**src/rtl/iter_alu_pkg.sv**
```systemverilog
// Shared opcode and state definitions for the iterative ALU and its multiply/divide unit.
package iter_alu_pkg;

    typedef enum logic [4:0] {
        OP_ADD   = 5'd0,
        OP_SUB   = 5'd1,
        OP_AND   = 5'd2,
        OP_OR    = 5'd3,
        OP_XOR   = 5'd4,
        OP_SLL   = 5'd5,
        OP_SRL   = 5'd6,
        OP_SRA   = 5'd7,
        OP_SLT   = 5'd8,
        OP_SLTU  = 5'd9,
        OP_BEQ   = 5'd10,
        OP_BNE   = 5'd11,
        OP_BLT   = 5'd12,
        OP_BGE   = 5'd13,
        OP_BLTU  = 5'd14,
        OP_BGEU  = 5'd15,
        OP_MUL   = 5'd16,
        OP_MULH  = 5'd17,
        OP_MULHU = 5'd18,
        OP_DIV   = 5'd19,
        OP_DIVU  = 5'd20,
        OP_REM   = 5'd21,
        OP_REMU  = 5'd22
    } alu_op_e;

    typedef enum logic [1:0] {
        ST_IDLE = 2'd0,
        ST_BUSY = 2'd1,
        ST_FIX  = 2'd2,
        ST_DONE = 2'd3
    } alu_state_e;

    // Multiply and divide codes go through the multi-cycle unit; everything else is single-cycle.
    function automatic logic is_iterative(input logic [4:0] op);
        return (op >= OP_MUL) && (op <= OP_REMU);
    endfunction

endpackage

```
**src/rtl/iter_muldiv.sv**
```systemverilog
// Shift-add multiplier and restoring divider sharing one hi/lo register pair.
// Works on operand magnitudes; the caller applies sign correction afterwards.
module iter_muldiv
    import iter_alu_pkg::*;
#(
    parameter int DATA_WIDTH = 32
) (
    input  logic                  clk,
    input  logic                  reset,
    input  logic                  flush,
    input  logic                  start,
    input  logic                  is_div,
    input  logic                  a_signed,
    input  logic                  b_signed,
    input  logic [DATA_WIDTH-1:0] op_a,
    input  logic [DATA_WIDTH-1:0] op_b,
    output logic                  done,
    output logic [DATA_WIDTH-1:0] hi,
    output logic [DATA_WIDTH-1:0] lo
);

    localparam int CW = $clog2(DATA_WIDTH);

    logic [CW-1:0]         cnt_q;
    logic                  busy_q;
    logic                  done_q;
    logic                  div_q;
    logic [DATA_WIDTH-1:0] hi_q, hi_d;
    logic [DATA_WIDTH-1:0] lo_q, lo_d;
    logic [DATA_WIDTH-1:0] b_q;
    logic [DATA_WIDTH-1:0] a_mag, b_mag;
    logic [DATA_WIDTH:0]   add_sum;
    logic [DATA_WIDTH:0]   div_shift;
    logic [DATA_WIDTH:0]   div_diff;

    // One iteration: conditional add-and-shift for multiply, trial subtract for divide.
    always_comb begin
        a_mag     = (a_signed && op_a[DATA_WIDTH-1]) ? -op_a : op_a;
        b_mag     = (b_signed && op_b[DATA_WIDTH-1]) ? -op_b : op_b;
        add_sum   = {1'b0, hi_q} + {1'b0, b_q};
        div_shift = {hi_q, lo_q[DATA_WIDTH-1]};
        div_diff  = div_shift - {1'b0, b_q};
        hi_d      = hi_q;
        lo_d      = lo_q;
        if (div_q) begin
            if (!div_diff[DATA_WIDTH]) begin
                hi_d = div_diff[DATA_WIDTH-1:0];
                lo_d = {lo_q[DATA_WIDTH-2:0], 1'b1};
            end else begin
                hi_d = div_shift[DATA_WIDTH-1:0];
                lo_d = {lo_q[DATA_WIDTH-2:0], 1'b0};
            end
        end else if (lo_q[0]) begin
            hi_d = add_sum[DATA_WIDTH:1];
            lo_d = {add_sum[0], lo_q[DATA_WIDTH-1:1]};
        end else begin
            hi_d = {1'b0, hi_q[DATA_WIDTH-1:1]};
            lo_d = {hi_q[0], lo_q[DATA_WIDTH-1:1]};
        end
    end

    // Load magnitudes on start, then run exactly DATA_WIDTH iterations before flagging done.
    always_ff @(posedge clk or posedge reset) begin
        if (reset) begin
            cnt_q  <= '0;
            busy_q <= 1'b0;
            done_q <= 1'b0;
            div_q  <= 1'b0;
            hi_q   <= '0;
            lo_q   <= '0;
            b_q    <= '0;
        end else if (flush) begin
            cnt_q  <= '0;
            busy_q <= 1'b0;
            done_q <= 1'b0;
        end else if (start) begin
            cnt_q  <= '0;
            busy_q <= 1'b1;
            done_q <= 1'b0;
            div_q  <= is_div;
            hi_q   <= '0;
            lo_q   <= a_mag;
            b_q    <= b_mag;
        end else if (busy_q) begin
            hi_q  <= hi_d;
            lo_q  <= lo_d;
            cnt_q <= cnt_q + CW'(1);
            if (cnt_q == CW'(DATA_WIDTH - 1)) begin
                busy_q <= 1'b0;
                done_q <= 1'b1;
                cnt_q  <= '0;
            end
        end
    end

    assign done = done_q;
    assign hi   = hi_q;
    assign lo   = lo_q;

endmodule

```
**src/rtl/iter_alu.sv**
```systemverilog
// Handshaked ALU: single-cycle integer/branch ops plus iterative RISC-V M-extension ops.
module iter_alu
    import iter_alu_pkg::*;
#(
    parameter int DATA_WIDTH = 32
) (
    input  logic                  clk,
    input  logic                  reset,
    input  logic                  flush,
    input  logic                  in_valid,
    output logic                  in_ready,
    input  logic [4:0]            alu_op,
    input  logic [DATA_WIDTH-1:0] alu_in_1,
    input  logic [DATA_WIDTH-1:0] alu_in_2,
    output logic                  out_valid,
    input  logic                  out_ready,
    output logic [DATA_WIDTH-1:0] alu_result,
    output logic                  alu_bcond
);

    localparam int SW = $clog2(DATA_WIDTH);

    alu_state_e            state_q, state_d;
    logic [4:0]            op_q, op_d;
    logic [DATA_WIDTH-1:0] a_q, a_d;
    logic [DATA_WIDTH-1:0] b_q, b_d;
    logic                  out_valid_q, out_valid_d;
    logic [DATA_WIDTH-1:0] result_q, result_d;
    logic                  bcond_q, bcond_d;

    logic                  accept;
    logic                  start_iter;
    logic                  op_signed;
    logic                  op_is_div;
    logic                  md_done;
    logic [DATA_WIDTH-1:0] md_hi, md_lo;
    logic [SW-1:0]         shamt;
    logic [DATA_WIDTH-1:0] single_res;
    logic                  single_bc;
    logic [DATA_WIDTH-1:0] fix_res;
    logic [DATA_WIDTH-1:0] mulh_neg_hi;
    logic                  neg_a, neg_b;

    assign in_ready  = (state_q == ST_IDLE) || ((state_q == ST_DONE) && out_valid_q && out_ready);
    assign accept    = in_valid && in_ready && !flush;
    assign op_signed = (alu_op == OP_MULH) || (alu_op == OP_DIV) || (alu_op == OP_REM);
    assign op_is_div = (alu_op >= OP_DIV) && (alu_op <= OP_REMU);

    iter_muldiv #(
        .DATA_WIDTH(DATA_WIDTH)
    ) u_muldiv (
        .clk      (clk),
        .reset    (reset),
        .flush    (flush),
        .start    (start_iter),
        .is_div   (op_is_div),
        .a_signed (op_signed),
        .b_signed (op_signed),
        .op_a     (alu_in_1),
        .op_b     (alu_in_2),
        .done     (md_done),
        .hi       (md_hi),
        .lo       (md_lo)
    );

    // Single-cycle datapath evaluated from the captured operands.
    always_comb begin
        shamt      = b_q[SW-1:0];
        single_res = '0;
        single_bc  = 1'b0;
        case (op_q)
            OP_ADD:  single_res = a_q + b_q;
            OP_SUB:  single_res = a_q - b_q;
            OP_AND:  single_res = a_q & b_q;
            OP_OR:   single_res = a_q | b_q;
            OP_XOR:  single_res = a_q ^ b_q;
            OP_SLL:  single_res = a_q << shamt;
            OP_SRL:  single_res = a_q >> shamt;
            OP_SRA:  single_res = $signed(a_q) >>> shamt;
            OP_SLT:  single_res = {{(DATA_WIDTH-1){1'b0}}, ($signed(a_q) < $signed(b_q))};
            OP_SLTU: single_res = {{(DATA_WIDTH-1){1'b0}}, (a_q < b_q)};
            OP_BEQ:  single_bc  = (a_q == b_q);
            OP_BNE:  single_bc  = (a_q != b_q);
            OP_BLT:  single_bc  = ($signed(a_q) < $signed(b_q));
            OP_BGE:  single_bc  = ($signed(a_q) >= $signed(b_q));
            OP_BLTU: single_bc  = (a_q < b_q);
            OP_BGEU: single_bc  = (a_q >= b_q);
            default: ;
        endcase
    end

    // Sign correction of the magnitude result, plus divide-by-zero handling.
    always_comb begin
        neg_a       = a_q[DATA_WIDTH-1];
        neg_b       = b_q[DATA_WIDTH-1];
        mulh_neg_hi = ~md_hi + {{(DATA_WIDTH-1){1'b0}}, (md_lo == '0)};
        fix_res     = '0;
        case (op_q)
            OP_MUL:   fix_res = md_lo;
            OP_MULH:  fix_res = (neg_a ^ neg_b) ? mulh_neg_hi : md_hi;
            OP_MULHU: fix_res = md_hi;
            OP_DIV:   fix_res = (b_q == '0) ? '1 : ((neg_a ^ neg_b) ? -md_lo : md_lo);
            OP_DIVU:  fix_res = md_lo;
            OP_REM:   fix_res = (b_q == '0) ? a_q : (neg_a ? -md_hi : md_hi);
            OP_REMU:  fix_res = md_hi;
            default:  ;
        endcase
    end

    // Control FSM: flush wins, then result presentation, then accepting a new request.
    always_comb begin
        state_d     = state_q;
        op_d        = op_q;
        a_d         = a_q;
        b_d         = b_q;
        out_valid_d = out_valid_q;
        result_d    = result_q;
        bcond_d     = bcond_q;
        start_iter  = 1'b0;
        if (flush) begin
            state_d     = ST_IDLE;
            out_valid_d = 1'b0;
        end else begin
            case (state_q)
                ST_BUSY: begin
                    if (md_done) begin
                        state_d = ST_FIX;
                    end
                end
                ST_FIX: begin
                    state_d     = ST_DONE;
                    result_d    = fix_res;
                    bcond_d     = 1'b0;
                    out_valid_d = 1'b1;
                end
                ST_DONE: begin
                    if (!out_valid_q) begin
                        result_d    = single_res;
                        bcond_d     = single_bc;
                        out_valid_d = 1'b1;
                    end else if (out_ready) begin
                        out_valid_d = 1'b0;
                        state_d     = ST_IDLE;
                    end
                end
                default: ;
            endcase
            if (accept) begin
                op_d        = alu_op;
                a_d         = alu_in_1;
                b_d         = alu_in_2;
                out_valid_d = 1'b0;
                if (is_iterative(alu_op)) begin
                    state_d    = ST_BUSY;
                    start_iter = 1'b1;
                end else begin
                    state_d = ST_DONE;
                end
            end
        end
    end

    // State, captured request and registered outputs.
    always_ff @(posedge clk or posedge reset) begin
        if (reset) begin
            state_q     <= ST_IDLE;
            op_q        <= '0;
            a_q         <= '0;
            b_q         <= '0;
            out_valid_q <= 1'b0;
            result_q    <= '0;
            bcond_q     <= 1'b0;
        end else begin
            state_q     <= state_d;
            op_q        <= op_d;
            a_q         <= a_d;
            b_q         <= b_d;
            out_valid_q <= out_valid_d;
            result_q    <= result_d;
            bcond_q     <= bcond_d;
        end
    end

    assign out_valid  = out_valid_q;
    assign alu_result = result_q;
    assign alu_bcond  = bcond_q;

endmodule
```
**config.mk**
```make
export PLATFORM = sky130hd
export DESIGN_NAME = iter_alu
export DESIGN_NICKNAME = d
export VERILOG_FILES = /design/src/rtl/iter_alu_pkg.sv /design/src/rtl/iter_muldiv.sv /design/src/rtl/iter_alu.sv
export SDC_FILE = /design/constraint.sdc
export NUM_CORES = 2
export LEC_CHECK = 0
export ABC_AREA = 1
export BUFFER_PORTS_ARGS = -buffer_cell sky130_fd_sc_hd__buf_2
export CAP_MARGIN = 20
export CORE_MARGIN = 8
export CORE_UTILIZATION = 30
export CTS_CLUSTER_DIAMETER = 120
export CTS_CLUSTER_SIZE = 10
export DETAILED_ROUTE_END_ITERATION = 8
export PLACE_DENSITY = 0.45
export SYNTH_ARGS = -nofsm -noshare
export SYNTH_HDL_FRONTEND = slang
export SYNTH_SLANG_ARGS = --single-unit
```
**constraint.sdc**
```tcl
create_clock -name clk -period 6.02 [get_ports clk]
set_input_delay 0.301 -clock clk [delete_from_list [all_inputs] [get_ports clk]]
set_output_delay 0.301 -clock clk [all_outputs]
set_load 0.1 [all_outputs]
```
After elaboration in Yosys (flattened, before gate mapping)
Index checks and enable logic that the tools add are counted.

word-level totals
  bits of input ports = 74
  register bits = 209
  output and inout port bits = 35
  logic and storage cells = 156

cells by class
  mux-type cells = 51
  reduce and logical (&&, ||, !) cells = 30
  shift-type cells = 3
  magnitude comparators = 7
  bitwise operators = 6
  equality and inequality tests = 35
  add/subtract/negate cells = 10

operator list
  cell                number
  $mux 32             17
  $pmux 32 s10        1
  $pmux 32 s5         1
  $neg 32->32         4
  $ge 32x32->1        2
  $logic_not 32->1    2
  $lt 32x32->1        2
  $pmux 32 s2         1
  $eq 5x5->1 const B  11
  $eq 5x4->1 const B  8
  $add 32x32->33      1
  $sub 33x32->33      1
  $add 32x1->32       1
  $add 32x32->32      1
  $and 32x32->32      1
  $eq 32x32->1        1
  $ne 32x32->1        1
  $not 32->32         1
  $or 32x32->32       1
  $shl 32x5->32       1
  $shr 32x5->32       1
  $sshr 32x5->32      1
  $sub 32x32->32      1
  $xor 32x32->32      1
  other kinds (32)    79

Depth between registers and ports, before layout
  word-level depth = 10
  depth in mapped cells = 25
  depth with buffers taken out = 23

Cells and area by module
Synthesis repeated with hierarchy kept, for this count alone.

unflattened totals
  cells, all modules = 5,603
  area, all modules = 30,300.3 µm²

by module, submodules not included
  module       times used  area an instance (µm²)  cells an instance  seq. area each (µm²)
  iter_alu     1           18,459.0                3,534              2,627.5
  iter_muldiv  1           11,841.4                2,069              2,602.5

Worst setup path after synthesis
OpenSTA, ideal clock, no wires.

  path type = reg-to-reg
  from = register u_muldiv.lo_q[0] (netlist: u_muldiv.lo[0])
  to = register result_q[18] (netlist: alu_result[18])
  slack = 2.587 ns
  required time = 5.896 ns
  clock period less this slack = 3.433 ns
  library setup time = 0.124 ns
  buffers on the path = 3
  cell stages (with the launch flop) = 23
  data arrival time = 3.309 ns
  path through = dfrtp_1 clkbuf_1 inv_1 clkbuf_1 clkbuf_1 ha_1 nand2_1 nor3_1 nand2_1 nor4_1 ha_1 ha_1 nand2_1 nor2_1 nor2_1 nor2_1 nand3_1 nand3_1 nand2_1 inv_1 nand3_1 a21oi_1 a21oi_1

between the ends
  longest elaborated chain between the ends = 5
  elaborated cells on any way between the ends = 8
  classes of those cells = add/sub (2); mux (5); reduce/logical (1)

RTL lines
  element                                                 line                              source
  from (decl)                                             iter_muldiv.sv:29                 logic [DATA_WIDTH-1:0] lo_q, lo_d;
  from (signal assigned)                                  iter_muldiv.sv:82                 lo_q <= a_mag;
  from (signal assigned)                                  iter_muldiv.sv:86                 lo_q <= lo_d;
  $logic_not 32->1 / $neg 32->32 (equally long branches)  iter_alu.sv:96, iter_alu.sv:102
  $add 32x1->32 / $mux 32 (equally long branches)         iter_alu.sv:96, iter_alu.sv:102
  $mux 32, on equally long branches                       iter_alu.sv:100, iter_alu.sv:102
  $pmux 32 s5 *                                           iter_alu.sv:98                    case (op_q)
  $pmux 32 s2 *                                           iter_alu.sv:124                   case (state_q)
  to (signal assigned)                                    iter_alu.sv:179                   result_q <= result_d;
  to (decl)                                               iter_alu.sv:28                    logic [DATA_WIDTH-1:0] result_q, result_d;

Mark *: on every way between the ends. The rest lies on a longest branch, timed or not.
A chain may end at the register's enable or synchronous reset.

Final worst setup path
  from = register u_muldiv.lo_q[1] (netlist: u_muldiv.lo[1])
  to = register result_q[18] (netlist: alu_result[18])

The elaborated chain is that of the path after synthesis.

==> results.toml <==
[grt]
grt_usage = 0.298
use_met1 = 0.400
grt_pass1_wl_um = 240000
antenna_found_initial = 14
grt_pass1_vias = 33600
grt-busiest-layer = "met2"
grt_util_met3 = 0.0430
grt_max_degree = 112
grt_overflow_total = 0
grt.met2_usage = 0.471

[sta]
rsz0062_at_grt = "no"
setup-tns-final_ps = 0
finalClockSkew_ps = 42.9
slew_headroom = 0.216
fin_crit_sh = 0.754
max_slew.worst_pin.slew_ps = 1170
finalSetupViolCount = 0
period_minus_slack_ps = 4540
maxSlewViolCount = 0
finalHoldViolations = 0
fmax_mhz = 220
worst_slack_ps = 1480

[yosys]
synth-xor-area-share = 0.0209
async_reset_ff_frac = 1.00
synth-warning-count = 0
synth_area_leaders = "nand2_1 (21%), dfrtp_1 (18%), nand3_1 (13%)"
yosys_register_bits = 209
synthAdderAreaFrac = 0.0761
synthFlopType = "dfrtp_1"
synth_area_sq_mm = 0.0293
seq_area_frac_synth = 0.178
syn_inst = 5322
yosys.area_share.simple = 0.447
synth_top_family_by_area = "simple AND/OR/NAND/NOR gates"
syn-num-nets = 5572
synthMuxAreaShare = 0.00136
synth_edf_count = 0
yosysUniqueCellTypes = 51
syn_avg_cell_area_sq_um = 5.51
synth_area_leader_cell = "nand2_1"
synth.top_cell.area_share = 0.212
synth_compound_area_frac = 0.162

[clock_network]
post_cts_buffers = 0
cts_buffers = 25
cts-root-buf = "clkbuf_16"
cts_resized = 0
htreeDepth = 1
cts_tree = "done"
clkSinkCount = 209
clockBufferDepth = 3
clk_pin_slew_ps = 70
clk_latency_ps = 610
holdBufCountCts = 1

[critical_path]
r2r_cells = 19
cpMaxStageDelayCell = "nor4_1"
critical_path_class = "register to register"
timing.rr.start = "u_muldiv.lo[1]"
timing.rr.end = "alu_result[18]"
crit_family = "simple AND/OR/NAND/NOR gates"
arrival_ps = 5010
startpoint_type = "register"
cp_num_buf_inv = 2
crit_start = "u_muldiv.lo[1]"
ff2ff_setup_slack_ps = 1480
path_max_fanout = 5
crit_path_end_kind = "register"
required_ps = 6490
path_common_cell = "nand2_1"
worstPathCellList = "inv_1 -> ha_1 -> nand2_1 -> nor3_1 -> nand2_1 -> nor4_1 -> ha_1 -> ha_1 -> nand2_1 -> nor2_1 -> nor2_1 -> nor2_1 -> nand3_1 -> nand3_1 -> nand2_1 -> inv_1 -> nand3_1 -> a21oi_1 -> a21oi_1"
cpPeakStageDelay_ps = 660

[drt]
routed_via_density = 5.55
dr_total_vias = 36400
drtPass1Iterations = 6
ant_nets = 0
drt_iter0_markers = 4235
drt_wl_total_um = 169000
wl_per_cell_um = 25.7
drc = 0

[finish]
area_growth_pct = 8.23
nNetsFinal = 5534
final_cell_count_no_fill = 6568
drive_gt1_frac = 0.0484
fin_util = 0.328

[floorplanning]
die_y_um = 329
die_x_um = 329
rows = 114
coreArea_sq_mm = 0.0969
die-area_sq_mm = 0.108
start_util = 0.303
ioPinCount = 109

[power]
power_density_mw_per_mm2 = 701
power.leakage_nw = 16.2
ir_drop_uv = 318

[worst_hold_path]
hold_start = "in_valid"
hp-class = "primary input to register"
min_path_cells = 4
min_to = "out_valid"

[placed_design]
dp_hpwl_um = 135000
post-place-ws_ps = 1780
numPlacedInstances = 6532
gp_congestion = 1.03
io_buffers = 108

[run_status]
status = "finished, final reports clean"

[job]
drv_cap = 0
[worst min-delay path: cells and delay by family]
family        cells  cell delay [ps]
simple gates      3              170
buf+inv           1              110
[kinds of logic (layout without fill, tap and decap cells)]
logic type	count (synthesis)	in the layout
buffers and inverters	873	839
multiplexers	4	4
XOR/XNOR	70	70
AO/OA/AOI/OAI	879	879
adder cells (fa/ha/maj)	176	176
flip-flops	209	209
other	0	4
AND/OR/NAND/NOR	3111	3111
[area by class of cell]
cell class	instances	area, sq um
fillers	11200	65100
multi-input cells	4240	20800
flip-flops and latches	209	5240
inverters	634	2390
well taps	1276	1600
repair buffers	174	1070
clock buffers	28	637
clock inverters	3	47.5
diodes	4	10.0
[report_power, final]
part	internal [mW]	switching [mW]
sequential	2.02	1.45
combinational	4.61	12.7
clock	0.783	0.728
[state kept, by name, summed over array words and instances, names as in the netlist, 5 cells and up]
register        count
op_q                5
a_q                32
b_q                32
u_muldiv.hi        32
u_muldiv.cnt_q      5
u_muldiv.lo        32
u_muldiv.b_q       32
alu_result         32
[placed cells by master, fill, tap and decap left out, types with 5 or more instances in the layout]
cell type     n
o21a_1       10
buf_4        63
o21bai_1     21
nor2_2        9
nand3_1     739
nand2_2       5
nand2_1    1653
clkbuf_16    25
nor2_1      510
xor2_1       52
or2_2        15
dfrtp_1     205
o22ai_1      43
and2_1       17
inv_2        12
nand3b_1     28
nor4_1        9
nor3_1       60
buf_2       108
ha_1        171
o211ai_1     36
a31oi_1      11
xnor2_1      18
nand4_1      54
o21ai_0     341
a21oi_1     368
a22oi_1      14
o21ai_1       9
o31ai_1       6
inv_1       617
[worst max-delay path by stage]
stage / slack (ps) / to / depth (start not counted)
floorplan: 10 / a_q[0] / 1
global placement: 1390 / alu_result[11] / 14
detailed placement: 1780 / alu_result[18] / 19
CTS: 1740 / alu_result[18] / 19
global route: 1310 / alu_result[18] / 19
finish: 1480 / alu_result[18] / 19
[through the flow]
step                      area, sq um  hold WS (ps)  total power [mW]
after floorplan                 29300           411              14.2
after global placement          31000           478              20.3
after detailed placement        31000           482              20.2
after CTS                       31700          4.87              21.8
after global routing            31700          35.0              23.8
final                           31700          17.9              22.2
[synthesized netlist by cell type, types with 10 or more instances]
cell type	number
nor2_1	513
or2_2	15
xor2_1	52
a31oi_1	11
and2_1	17
dfrtp_1	209
nand2_1	1654
buf_1	28
inv_1	619
o21a_1	10
o211ai_1	36
nand3_1	741
buf_2	49
nand4_1	54
ha_1	172
xnor2_1	18
a21oi_1	368
o22ai_1	43
nor3_1	60
o21ai_0	341
inv_2	11
nand3b_1	28
a22oi_1	14
clkbuf_1	156
o21bai_1	21
[per-layer routing]
layer	vias up	wire length, um
met2	1685	74100
li1	17300	-
met4	16	9250
met3	328	12800
met5	-	98
met1	17200	72600
Power figures use the tool's default switching activity.
